<file path="src/rtl/sz_fp_pkg.sv">
// Shared types and helpers for the SZ floating-point compare path:
// relation codes, per-operand classification and the sign/mode resolver.
package sz_fp_pkg;

  localparam int SP_EXP_W  = 8;
  localparam int SP_MAN_W  = 23;
  localparam int DP_EXP_W  = 11;
  localparam int DP_MAN_W  = 52;
  localparam int MAG_MAX_W = DP_EXP_W + DP_MAN_W;

  typedef enum logic [2:0] {
    CMP_LT   = 3'd0,
    CMP_LE   = 3'd1,
    CMP_EQ   = 3'd2,
    CMP_GE   = 3'd3,
    CMP_GT   = 3'd4,
    CMP_NE   = 3'd5,
    CMP_UN   = 3'd6,
    CMP_RSVD = 3'd7
  } cmp_mode_e;

  // Magnitude is {exp,man} zero-extended to the widest supported format.
  typedef struct packed {
    logic                 sign;
    logic                 nan;
    logic                 zero;
    logic [MAG_MAX_W-1:0] mag;
  } fp_class_t;

  typedef struct packed {
    logic      sign_a;
    logic      sign_b;
    logic      any_nan;
    logic      both_zero;
    logic      mag_lt;
    logic      mag_gt;
    cmp_mode_e mode;
  } cmp_s1_t;

  typedef struct packed {
    logic result;
    logic lt;
    logic eq;
    logic un;
  } cmp_flags_t;

  function automatic cmp_flags_t cmp_resolve(input cmp_s1_t s);
    cmp_flags_t f;
    logic       lt;
    logic       eq;
    lt = 1'b0;
    eq = 1'b0;
    if (s.any_nan) begin
      lt = 1'b0;
      eq = 1'b0;
    end else if (s.both_zero) begin
      lt = 1'b0;
      eq = 1'b1;
    end else if (s.sign_a != s.sign_b) begin
      lt = s.sign_a;
      eq = 1'b0;
    end else if (!s.sign_a) begin
      lt = s.mag_lt;
      eq = !s.mag_lt && !s.mag_gt;
    end else begin
      // Both negative: the larger magnitude is the smaller value.
      lt = s.mag_gt;
      eq = !s.mag_lt && !s.mag_gt;
    end
    f.lt = lt;
    f.eq = eq;
    f.un = s.any_nan;
    case (s.mode)
      CMP_LT:  f.result = lt;
      CMP_LE:  f.result = lt || eq;
      CMP_EQ:  f.result = eq;
      CMP_GE:  f.result = (!lt && !eq && !s.any_nan) || eq;
      CMP_GT:  f.result = !lt && !eq && !s.any_nan;
      CMP_NE:  f.result = !eq;
      CMP_UN:  f.result = s.any_nan;
      default: f.result = 1'b0;
    endcase
    return f;
  endfunction

endpackage

</file>
<file path="src/rtl/fp_classify.sv">
// Combinational IEEE-754 operand classifier: sign, NaN, zero and
// the unsigned {exp,man} magnitude used for ordering.
module fp_classify
  import sz_fp_pkg::*;
#(
  parameter int EXP_W = 8,
  parameter int MAN_W = 23
) (
  input  logic [EXP_W+MAN_W:0] op_i,
  output fp_class_t            cls_o
);

  logic [EXP_W-1:0] exp_s;
  logic [MAN_W-1:0] man_s;

  assign exp_s = op_i[MAN_W +: EXP_W];
  assign man_s = op_i[MAN_W-1:0];

  always_comb begin
    cls_o.sign = op_i[EXP_W+MAN_W];
    cls_o.nan  = (&exp_s) && (|man_s);
    cls_o.zero = ~|{exp_s, man_s};
    cls_o.mag  = MAG_MAX_W'(op_i[EXP_W+MAN_W-1:0]);
  end

endmodule

</file>
<file path="src/rtl/fp_cmp_pipe.sv">
// Pipelined IEEE-754 comparator with run-time relation select, sideband tag
// and a single global advance enable driven by output backpressure.
module fp_cmp_pipe
  import sz_fp_pkg::*;
#(
  parameter int EXP_W   = 8,
  parameter int MAN_W   = 23,
  parameter int LATENCY = 2,
  parameter int TAG_W   = 16
) (
  input  logic                   clock,
  input  logic                   reset,
  input  logic                   in_valid,
  output logic                   in_ready,
  input  logic [EXP_W+MAN_W:0]   dataa,
  input  logic [EXP_W+MAN_W:0]   datab,
  input  logic [2:0]             mode,
  input  logic [TAG_W-1:0]       in_tag,
  output logic                   out_valid,
  input  logic                   out_ready,
  output logic                   result,
  output logic                   a_lt_b,
  output logic                   a_eq_b,
  output logic                   unordered,
  output logic [TAG_W-1:0]       out_tag
);

  if (LATENCY < 1 || LATENCY > 4) begin : g_bad_latency
    $error("fp_cmp_pipe: LATENCY must be in 1..4");
  end
  if (EXP_W + MAN_W > MAG_MAX_W) begin : g_bad_width
    $error("fp_cmp_pipe: EXP_W+MAN_W exceeds supported magnitude width");
  end

  // Stage 2 and any trailing delay stages form one output chain.
  localparam int NO = (LATENCY == 1) ? 1 : LATENCY - 1;

  logic                en_s;
  logic                accept_s;
  fp_class_t           cls_a_s;
  fp_class_t           cls_b_s;
  cmp_s1_t             s1_d;
  cmp_s1_t             s1_s;
  logic                s1_valid_s;
  logic [TAG_W-1:0]    s1_tag_s;

  logic [NO-1:0]       vld_q;
  cmp_flags_t          flg_q [NO];
  logic [TAG_W-1:0]    tag_q [NO];

  assign en_s     = !out_valid || out_ready;
  assign in_ready = en_s && !reset;
  assign accept_s = in_valid && in_ready;

  fp_classify #(.EXP_W(EXP_W), .MAN_W(MAN_W)) u_cls_a (
    .op_i  (dataa),
    .cls_o (cls_a_s)
  );

  fp_classify #(.EXP_W(EXP_W), .MAN_W(MAN_W)) u_cls_b (
    .op_i  (datab),
    .cls_o (cls_b_s)
  );

  always_comb begin
    s1_d.sign_a    = cls_a_s.sign;
    s1_d.sign_b    = cls_b_s.sign;
    s1_d.any_nan   = cls_a_s.nan || cls_b_s.nan;
    s1_d.both_zero = cls_a_s.zero && cls_b_s.zero;
    s1_d.mag_lt    = cls_a_s.mag < cls_b_s.mag;
    s1_d.mag_gt    = cls_a_s.mag > cls_b_s.mag;
    s1_d.mode      = cmp_mode_e'(mode);
  end

  if (LATENCY == 1) begin : g_merged
    assign s1_s       = s1_d;
    assign s1_valid_s = accept_s;
    assign s1_tag_s   = in_tag;
  end else begin : g_stage1
    logic             s1_valid_q;
    cmp_s1_t          s1_q;
    logic [TAG_W-1:0] s1_tag_q;

    always_ff @(posedge clock) begin
      if (reset) begin
        s1_valid_q <= 1'b0;
        s1_q       <= '0;
        s1_tag_q   <= '0;
      end else if (en_s) begin
        s1_valid_q <= accept_s;
        s1_q       <= s1_d;
        s1_tag_q   <= in_tag;
      end
    end

    assign s1_s       = s1_q;
    assign s1_valid_s = s1_valid_q;
    assign s1_tag_s   = s1_tag_q;
  end

  // Resolve into the first output slot; later slots are plain delays.
  always_ff @(posedge clock) begin
    if (reset) begin
      for (int i = 0; i < NO; i++) begin
        vld_q[i] <= 1'b0;
        flg_q[i] <= '0;
        tag_q[i] <= '0;
      end
    end else if (en_s) begin
      vld_q[0] <= s1_valid_s;
      flg_q[0] <= cmp_resolve(s1_s);
      tag_q[0] <= s1_tag_s;
      for (int i = 1; i < NO; i++) begin
        vld_q[i] <= vld_q[i-1];
        flg_q[i] <= flg_q[i-1];
        tag_q[i] <= tag_q[i-1];
      end
    end
  end

  assign out_valid = vld_q[NO-1];
  assign result    = flg_q[NO-1].result;
  assign a_lt_b    = flg_q[NO-1].lt;
  assign a_eq_b    = flg_q[NO-1].eq;
  assign unordered = flg_q[NO-1].un;
  assign out_tag   = tag_q[NO-1];

endmodule
</file>
<file path="config.mk">
export PLATFORM = sky130hd
export DESIGN_NAME = fp_cmp_pipe
export DESIGN_NICKNAME = d
export VERILOG_FILES = /design/src/rtl/sz_fp_pkg.sv /design/src/rtl/fp_classify.sv /design/src/rtl/fp_cmp_pipe.sv
export SDC_FILE = /design/constraint.sdc
export NUM_CORES = 1
export LEC_CHECK = 0
export ABC_CLOCK_PERIOD_IN_PS = 2700
export CORE_MARGIN = 2
export CORE_UTILIZATION = 55
export DETAILED_ROUTE_END_ITERATION = 8
export PLACE_DENSITY = 0.88
export RECOVER_POWER = 25
export SLEW_MARGIN = 20
export SYNTH_ARGS = -nofsm -noshare
export SYNTH_HDL_FRONTEND = slang
export SYNTH_HIERARCHICAL = 1
export SYNTH_SLANG_ARGS = --single-unit
</file>
<file path="constraint.sdc">
create_clock -name clock -period 2.7 [get_ports clock]
set_input_delay 0.54 -clock clock [delete_from_list [all_inputs] [get_ports clock]]
set_output_delay 0.54 -clock clock [all_outputs]
set_load 0.01 [all_outputs]
</file>
==> metrics <==
register area share after synthesis=25.5%; Hold Vio Cnt, Final=0; CP most frequent cell=inv_1; IO Count=109; postcts setup bufs=0; hold-fix buffers at CTS=0; CTS Sinks=47; Hold Path Class=flip-flop to flip-flop; die extent in x=94.2 um; Final setup viols=0; clk buf depth=2; ANT nets after route=0; CP max-delay cell=clkdlybuf4s50_1; hpwl dp=7510 um; Final Critical Period=2.53 ns; cell taking the most area after synthesis=buf_4; most numerous cell in the Yosys netlist=buf_4; Clock Skew=about 0.0075 ns; initial antenna violation count=0; largest family of logic cells by synthesized area=buffers and inverters; async set-reset flop share out of synthesis=0%; number of remaining DRC errors=0; first-pass GRT wire length=approximately 15,000 um; EDFF count, synth=20; CP Class=primary input to output pin; TritonRoute pass-1 iters=4; crit-path max cell delay=0.54 ns; area grow syn2layout=13.2%; Nets=716; H-tree Lvls=2; CTS resizes=0; Synth Area in XOR/XNOR=0.196%; yosys warns=6; Antenna Cells=0; f_max=395 MHz; Main synth FF type=dfxtp_1; DR vias=3,369; Port Buffers=108; Avg WL per Cell=around 13 um; worst-margin pin slew=1.20 ns; drt initial violations=97; setup_tns=0 ns; FILL cells=642; #FFs+latches synth=between 40 and 50; Power Density=367 nW/um2; Setup crit end kind=output pin; layout cells sized above 1=3.88%; total track usage=a little over a fifth; max_cap viols=0; CORE AREA=between 7000 and 8000 um2; Initial Utilization=57.3%; RSZ-0062 raised after global routing=false; largest net degree at the start of global routing=42; post-synthesis mux area share=0%; final WL=8860 um; RD Place Congestion=0.824; Reg area=1140 um2; vias in the first global route=roughly 3,500; Leak=2.27 nW; largest cells by area after synthesis=buf_4 21%, ha_1 18%, edfxtp_1 13%; Max VDD drop=0.203 mV; run status=finished, final reports clean; Syn Area/Cell=between 8 and 9 um2; post-synth cell types=44; top cell type's share of synthesized area=a little over a fifth; Req. time, crit path=2.16 ns; pre-CTS setup slack=slightly above 0.09 ns; Worst-path clk slew=around 0.09 ns; simple-gate share of the synthesized area=15.6%; top cells by count, synth=128 x buf_4, 69 x inv_1, 63 x ha_1, 29 x a21oi_1; adder-cell share of the synthesized area=17.6%; CTS Buf Count=5; remaining global-route overflow=0; Worst-Skew Late Latency=0.30 ns; Rel. slew slack=approximately 20%; vias per inst=slightly above 5; Tcrit/Tclk final=93.8%; maximum fanout along the worst path=6; multi-input logic area=2320 um2; CTS root buf=clkbuf_8; crit path cell chain=dlygate4sd3_1, inv_1, nand2_1, nand2_2, inv_1, clkdlybuf4s50_1; startpoint types=primary input; synthesized cell area=4470 um2; CTS tree=yes; Post-Synthesis Cells=520; Slew Viols, Final=0; Rows=32; fin worst setup slack=between 0.15 and 0.2 ns; Die Y-Extent=94.2 um; CP arrival=1.99 ns; die area=around 8900 um2; compound-gate portion of the synthesized area=13.2%
==> registers in the layout (all words and copies together) (netlist names) <==
signal and flops:
flg_q 4, g_stage1.s1_q 9, g_stage1.s1_tag_q 16, g_stage1.s1_valid_q 1, out_valid 1, tag_q 16
==> report_power, final <==
| part | switching, W | total (W) | internal [W] |
|---|---|---|---|
| clock | 0.000239 | 0.000518 | 0.000279 |
| combinational | 0.000240 | 0.000527 | 0.000287 |
| sequential | 0.0000236 | 0.000811 | 0.000787 |
| total | 0.000502 | 0.00186 | 0.00135 |
==> layout make-up <==
| cell class | instances | share of cell area (%) |
|---|---|---|
| Clock buffer | 5 | 1.36 |
| Multi-Input combinational cell | 332 | 45.9 |
| Sequential cell | 47 | 22.6 |
| Tap cell | 102 | 2.52 |
| Clock inverter | 3 | 0.915 |
| Inverter | 69 | 5.12 |
| Timing Repair Buffer | 111 | 21.7 |
==> critical path, delay by kind of cell <==
family,cells,cell delay (ns)
buffers and inverters,4,1.20
AND/OR/NAND/NOR,2,0.25
==> final timing paths <==
path / from / endpoint / slack (ns) / cells after the start
setup reg to reg: out_valid$_SDFFE_PP0N_ / g_stage1.s1_q[3]$_SDFFE_PP0N_ / 0.82 / 5
hold reg to reg: g_stage1.s1_valid_q$_SDFFE_PP0N_ / out_valid$_SDFFE_PP0N_ / 0.47 / 1
setup / recovery: out_ready / in_ready / 0.17 / 6
hold / removal: g_stage1.s1_valid_q$_SDFFE_PP0N_ / out_valid$_SDFFE_PP0N_ / 0.47 / 1
==> logic make-up after synthesis <==
logic type | Yosys count
other | 2
buffers and inverters | 203
adders and majority gates | 63
AOI/OAI and AO/OA | 87
DFF | 47
and+or+nand+nor | 117
xor gates and xnor gates | 1
==> layer usage <==
metal | wire (um) | vias up | global-route usage [%] | share of wire, %
li1 | - | 1708 | - | -
met1 | 3530 | 1530 | 22.8 | 40
met5 | 0 | - | 0 | 0
met2 | 4680 | 107 | 40.5 | 53
met4 | 236 | 0 | 7.85 | 2.7
met3 | 410 | 24 | 3.05 | 4.6
==> cells in the final DEF (no fill, tap or decap), types with 2 or more instances in the layout <==
master           synthesis  layout
nand4_1                 10      10
clkbuf_1                 4       2
nand2_1                 27      27
a21o_1                   2       2
dfxtp_1                 27      27
and4_1                   3       3
nand4_2                  3       3
nor3_1                   6       6
a221oi_1                 5       5
clkbuf_8                 0       5
ha_1                    63      63
a211oi_1                 4       4
nor3_2                   2       2
o21a_1                   2       2
inv_1                   69      69
nor4_1                  13      13
a21oi_1                 29      29
o21ai_0                  7       7
and2_1                  16      16
edfxtp_1                20      20
o21ai_1                  7       7
nor4_2                   3       3
nand3_1                 10      10
clkdlybuf4s50_1          0     107
a22o_1                  23      23
nor2_1                  16      16
conb_1                   2      64
==> through the flow <==
step | hold slack, ns | area, um2 | power, W | util [%] | instances
floorplan | 0.427 | 4700 | 0.00122 | - | 582
global placement | 0.434 | 4960 | 0.00131 | 63.6 | 661
detailed placement | 0.443 | 4960 | 0.00133 | 63.6 | 661
CTS | 0.468 | 5080 | 0.00185 | 65.1 | 669
global route | 0.492 | 5060 | 0.00197 | 64.8 | 669
finish | 0.469 | 5060 | 0.00186 | 64.8 | 669
(Power assumes the default switching activity.)
